<file path="src/rtl/alu_pkg.sv">
// Shared definitions for the alu_core slice: opcode encoding, default
// operand width and the divide-by-zero result pattern.
package alu_pkg;

  localparam int unsigned DW_DEFAULT = 8;

  localparam logic [15:0] DIV_BY_ZERO = 16'hFFFF;

  typedef enum logic [3:0] {
    OP_ADD  = 4'b0000,
    OP_INC  = 4'b0001,
    OP_SUB  = 4'b0010,
    OP_DEC  = 4'b0011,
    OP_MUL  = 4'b0100,
    OP_DIV  = 4'b0101,
    OP_SHR  = 4'b0110,
    OP_SHL  = 4'b0111,
    OP_AND  = 4'b1000,
    OP_OR   = 4'b1001,
    OP_INV  = 4'b1010,
    OP_NAND = 4'b1011,
    OP_NOR  = 4'b1100,
    OP_XOR  = 4'b1101,
    OP_XNOR = 4'b1110,
    OP_BUF  = 4'b1111
  } opcode_t;

endpackage

</file>
<file path="src/rtl/alu_div8.sv">
// Combinational restoring divider: unsigned quotient and remainder of
// dividend/divisor, plus a flag for a zero divisor (quotient/remainder are
// then don't-care and the caller substitutes its own pattern).
module alu_div8
  import alu_pkg::*;
#(
  parameter int unsigned DW = DW_DEFAULT
) (
  input  logic [DW-1:0] dividend,
  input  logic [DW-1:0] divisor,
  output logic [DW-1:0] quotient,
  output logic [DW-1:0] remainder,
  output logic          div_by_zero
);

  logic [DW-1:0] part_rem;
  logic [DW:0]   trial;

  // One restoring step per dividend bit, MSB first.
  always_comb begin
    part_rem = '0;
    trial    = '0;
    quotient = '0;
    for (int unsigned i = 0; i < DW; i++) begin
      trial = {part_rem, dividend[DW-1-i]};
      if (trial >= {1'b0, divisor}) begin
        trial = trial - {1'b0, divisor};
        quotient[DW-1-i] = 1'b1;
      end
      part_rem = trial[DW-1:0];
    end
    remainder = part_rem;
  end

  // Zero divisor detection.
  always_comb begin
    div_by_zero = (divisor == '0);
  end

endmodule

</file>
<file path="src/rtl/alu_core.sv">
// alu_core: 16-function ALU with a registered 2*DW result and a registered
// output enable. Optional macro ALU_TRISTATE_EN: when defined, y floats
// (high-Z) while the registered enable is low; otherwise y is driven to 0.
module alu_core
  import alu_pkg::*;
#(
  parameter int unsigned DW = DW_DEFAULT
) (
  input  logic          clk,
  input  logic          rst_n,
  input  logic [DW-1:0] a,
  input  logic [DW-1:0] b,
  input  logic [3:0]    command,
  input  logic          enable,
  output logic [2*DW-1:0] y
);

  localparam logic [2*DW-1:0] ONE = (2*DW)'(1);

  opcode_t         op;
  logic [2*DW-1:0] ext_a;
  logic [2*DW-1:0] ext_b;
  logic [2*DW-1:0] next_result;
  logic [2*DW-1:0] result_q;
  logic            en_q;
  logic [DW-1:0]   div_quo;
  logic [DW-1:0]   div_rem;
  logic            div_zero;

  assign op    = opcode_t'(command);
  assign ext_a = {{DW{1'b0}}, a};
  assign ext_b = {{DW{1'b0}}, b};

  alu_div8 #(
    .DW (DW)
  ) u_div (
    .dividend    (a),
    .divisor     (b),
    .quotient    (div_quo),
    .remainder   (div_rem),
    .div_by_zero (div_zero)
  );

  // Operation select; all arithmetic is done at 2*DW so carries, borrows
  // and products land in the upper half naturally.
  always_comb begin
    next_result = '0;
    case (op)
      OP_ADD:  next_result = ext_a + ext_b;
      OP_INC:  next_result = ext_a + ONE;
      OP_SUB:  next_result = ext_a - ext_b;
      OP_DEC:  next_result = ext_a - ONE;
      OP_MUL:  next_result = ext_a * ext_b;
      OP_DIV:  next_result = div_zero ? (2*DW)'(DIV_BY_ZERO) : {div_rem, div_quo};
      OP_SHR:  next_result = ext_a >> 1;
      OP_SHL:  next_result = ext_a << 1;
      OP_AND:  next_result = {{DW{1'b0}}, a & b};
      OP_OR:   next_result = {{DW{1'b0}}, a | b};
      OP_INV:  next_result = {{DW{1'b0}}, ~a};
      OP_NAND: next_result = {{DW{1'b0}}, ~(a & b)};
      OP_NOR:  next_result = {{DW{1'b0}}, ~(a | b)};
      OP_XOR:  next_result = {{DW{1'b0}}, a ^ b};
      OP_XNOR: next_result = {{DW{1'b0}}, ~(a ^ b)};
      OP_BUF:  next_result = ext_a;
      default: next_result = '0;
    endcase
  end

  // Result register loads only when enabled; enable is always registered.
  always_ff @(posedge clk or negedge rst_n) begin
    if (!rst_n) begin
      result_q <= '0;
      en_q     <= 1'b0;
    end else begin
      en_q <= enable;
      if (enable) begin
        result_q <= next_result;
      end
    end
  end

`ifdef ALU_TRISTATE_EN
  assign y = en_q ? result_q : 'z;
`else
  assign y = en_q ? result_q : '0;
`endif

endmodule

</file>
<file path="config.mk">
export PLATFORM = sky130hd
export DESIGN_NAME = alu_core
export DESIGN_NICKNAME = d
export VERILOG_FILES = /design/src/rtl/alu_pkg.sv /design/src/rtl/alu_div8.sv /design/src/rtl/alu_core.sv
export SDC_FILE = /design/constraint.sdc
export NUM_CORES = 1
export LEC_CHECK = 0
export CORE_MARGIN = 4
export CORE_UTILIZATION = 38
export CTS_CLUSTER_SIZE = 40
export DETAILED_ROUTE_END_ITERATION = 12
export GPL_TIMING_DRIVEN = 0
export PLACE_DENSITY = 0.55
export SLEW_MARGIN = 10
export SYNTH_ARGS = -nofsm -noshare
export SYNTH_HDL_FRONTEND = slang
export SYNTH_SLANG_ARGS = --single-unit
</file>
<file path="constraint.sdc">
create_clock -name clk -period 1.23 [get_ports clk]
set_input_delay 0.1845 -clock clk [delete_from_list [all_inputs] [get_ports clk]]
set_output_delay 0.1845 -clock clk [all_outputs]
set_load 0.03 [all_outputs]
</file>
==> results by group <==
Run status
  – Outcome: finished with violations
  – Failing checks: setup timing

STA
  – Worst Setup Slack, final: -13.15 ns
  – Slew margin rel.: 12.5%
  – Slew at the pin with the worst max-slew slack: 1.30 ns
  – Clock skew: 0 ns
  – Fmax achieved: 69.6 MHz
  – TNS Setup: -163.10 ns
  – Final Hold Viols: 0
  – Setup Viol. Count Final: 28
  – Min Clock Period, post-route: 14.38 ns
  – Unrepaired setup endpoints after global routing: true
  – Period utilisation layout: 1170%
  – Fin. max-slew vios: 0

Die
  – I/O pin cnt: 39
  – FP Rows: 53
  – Total core area: 21000 um2
  – Die Y: approximately 150 um
  – Chip Width: 154 um
  – Initial Util: roughly two fifths
  – Die ar.: ~24000 um2

Place
  – PortBufs: 38
  – # placed instances: 1360
  – GP Congestion: about 0.93
  – Hpwl dp: 21500 um
  – Dpl ws: -17.77 ns

Power and ir drop
  – Maximum VDD drop: 0.00133 V
  – Leakage power: approximately 5.4 nW
  – Cell Pwr Density: 1690 nW/um2
  – Pwr Total: 19.5 mW

Clocking
  – TritonCTS Buffers: 3
  – CTS Buffer Depth: 2
  – Clock latency at the later pin of the worst-skew pair: 0.24 ns
  – Clk pin slew, worst setup/hold paths: 0.05 ns
  – Clock Sinks: 17
  – CTS tree: built
  – Hold buffers post-CTS: 0
  – CTS root buf: clkbuf_16
  – CTS H-Tree Depth: 1

Cells and area
  – Finished Layout Cells: 1546
  – Layout fillers: about 1900
  – Fraction of layout cells with a size suffix above 1: 31.6%
  – Most frequent cells in the layout: buf_4, ha_1, inv_1
  – Most common cell after layout, fill and taps aside: buf_4
  – Core Util, Final: 55.1%
  – Ant diodes: 0
  – Nets: 1473
  – Synthesis-to-layout area growth: 42.7%

Drt
  – Vias/cell: 5.76
  – DRT iter0 DRCs: 656
  – Initial DRT Pass Iterations: 7
  – Drc violations: 0
  – Via count: 8907
  – DR WL/cell: 20.6 um
  – Total wire length: 31800 um
  – Detail Route Antenna Nets: 0

Worst setup path
  – Delay of the slowest critical-path stage: 0.38 ns
  – Crit. End Element: register
  – R2r worst-path depth: 4
  – Crit-path most repeated cell: a21o_1
  – Critical Path Start Type: input pin
  – CP Data Arrival Time: 14.51 ns
  – CP Class: input pin to register
  – Crit Path Max Fanout: 7
  – Critical Path RT: between 1 and 1.5 ns
  – Critical-path top delay cell: a221o_2

Synth
  – Ys async rst share: 100%
  – Number of synthesized flops with an enable pin: 0
  – Syn Std Cell Area: 8090 um2
  – Sequential-to-total area share from yosys stat: between 5 and 6%
  – Mapped Avg Cell Area: about 7.7 um2
  – Post-synthesis register bit count: 17
  – Syn nets: roughly 1200
  – Netlist cell types: 73
  – YS warnings: 0
  – Post-synth top flop: dfrtp_1
  – Cells after Synth: 1047

Global route
  – Grt ovf: 0
  – Global-route wire length before repair: 48600 um
  – Vias in the first global route: 8574
  – Largest net degree at the start of global routing: 20
  – GR Util All Layers: 25.5%
  – Initial antenna violation count: 0

Run
  – MaxCap Viol Count: 0

Worst hold path
  – Hold Crit Class: input pin to async pin
## worst max-delay path: cells and delay by family
family,cells,cell delay (ns)
buffers and inverters,12,1.41
adder cells (fa/ha/maj),8,1.85
AND/OR/NAND/NOR,10,1.70
multiplexers,7,1.91
AO/OA/AOI/OAI,35,7.38
## registers in the layout (all words and copies together), names as in the netlist
register	flops
result_q	16
en_q	1
## logic make-up after synthesis
group | after synthesis | share of synthesized area, %
DFF | 17 | 5.26
AOI/OAI and AO/OA | 300 | 24.9
and+or+nand+nor | 300 | 18.2
adders and majority gates | 178 | 31.7
muxes | 49 | 6.74
xor gates and xnor gates | 58 | 6.28
buffers and inverters | 145 | 7.02
## per-layer routing
metal / global-route usage [%] / vias up / wire length [um]
met5: 0 / - / 0
li1: - / 4219 / -
met1: 35.7 / 4278 / 14200
met3: 2.56 / 53 / 2160
met2: 43.1 / 357 / 14700
met4: 4.67 / 0 / 745
## cells in the mapped netlist (17+ instances only)
master    count  area share (%)
mux2i_1      22             2.7
xor2_1       22             2.4
mux2_2       21             2.9
a211oi_1     20             1.9
clkbuf_1     24             1.1
fa_1         45              11
ha_1        133              21
nand2_1      77             3.6
xnor2_1      36             3.9
nor2_1       94             4.4
a21oi_1      72             4.5
dfrtp_1      17             5.3
and2_1       19             1.5
a21o_1       27             2.5
inv_1       111             5.1
nor2b_1      17             1.3
o21ai_0      53             3.3
## final timing paths
kind | startpoint | end | slack (ns)
min in group clk | result_q[2] | result_q[2] | 0.48
hold / removal | rst_n | result_q[15] | 0.38
setup / recovery | a[7] | result_q[8] | -13.15
setup reg to reg | result_q[10] | result_q[10] | 0.22
hold reg to reg | result_q[2] | result_q[2] | 0.48
max in group asynchronous | rst_n | en_q | 0.32
## timing repair
item / in CTS / in global routing
pin swaps: 71 / 58
gates resized for setup: 333 / 53
buffers inserted: 142 / 40
cloned: 2 / 0
hold endpoints to repair: 0 / 0
setup endpoints to repair: 32 / 30
## through the flow
step / hold WS, ns / area (um2)
4_1_cts: 0.417 / 11100
3_3_place_gp: 0.456 / 9150
2_1_floorplan: -0.111 / 8420
3_5_place_dp: 0.465 / 9150
5_1_grt: 0.447 / 11600
6_report: 0.385 / 11600
## where the power goes
part | internal, mW | switching (mW) | total, mW
registers | 0.677 | 0.0744 | 0.752
logic | 9.40 | 8.75 | 18.2
clock network | 0.439 | 0.204 | 0.643
## final cells by class
class	instances	area [um2]	share of cell area [%]
well taps	275	344	2.98
clock buffers	4	78.8	0.682
repair buffers	220	1960	17.0
multi-input cells	885	8040	69.6
flip-flops and latches	17	427	3.69
inverters	112	473	4.09
plain buffers	33	230	1.99
No activity file was read; power rests on OpenSTA's default activity.
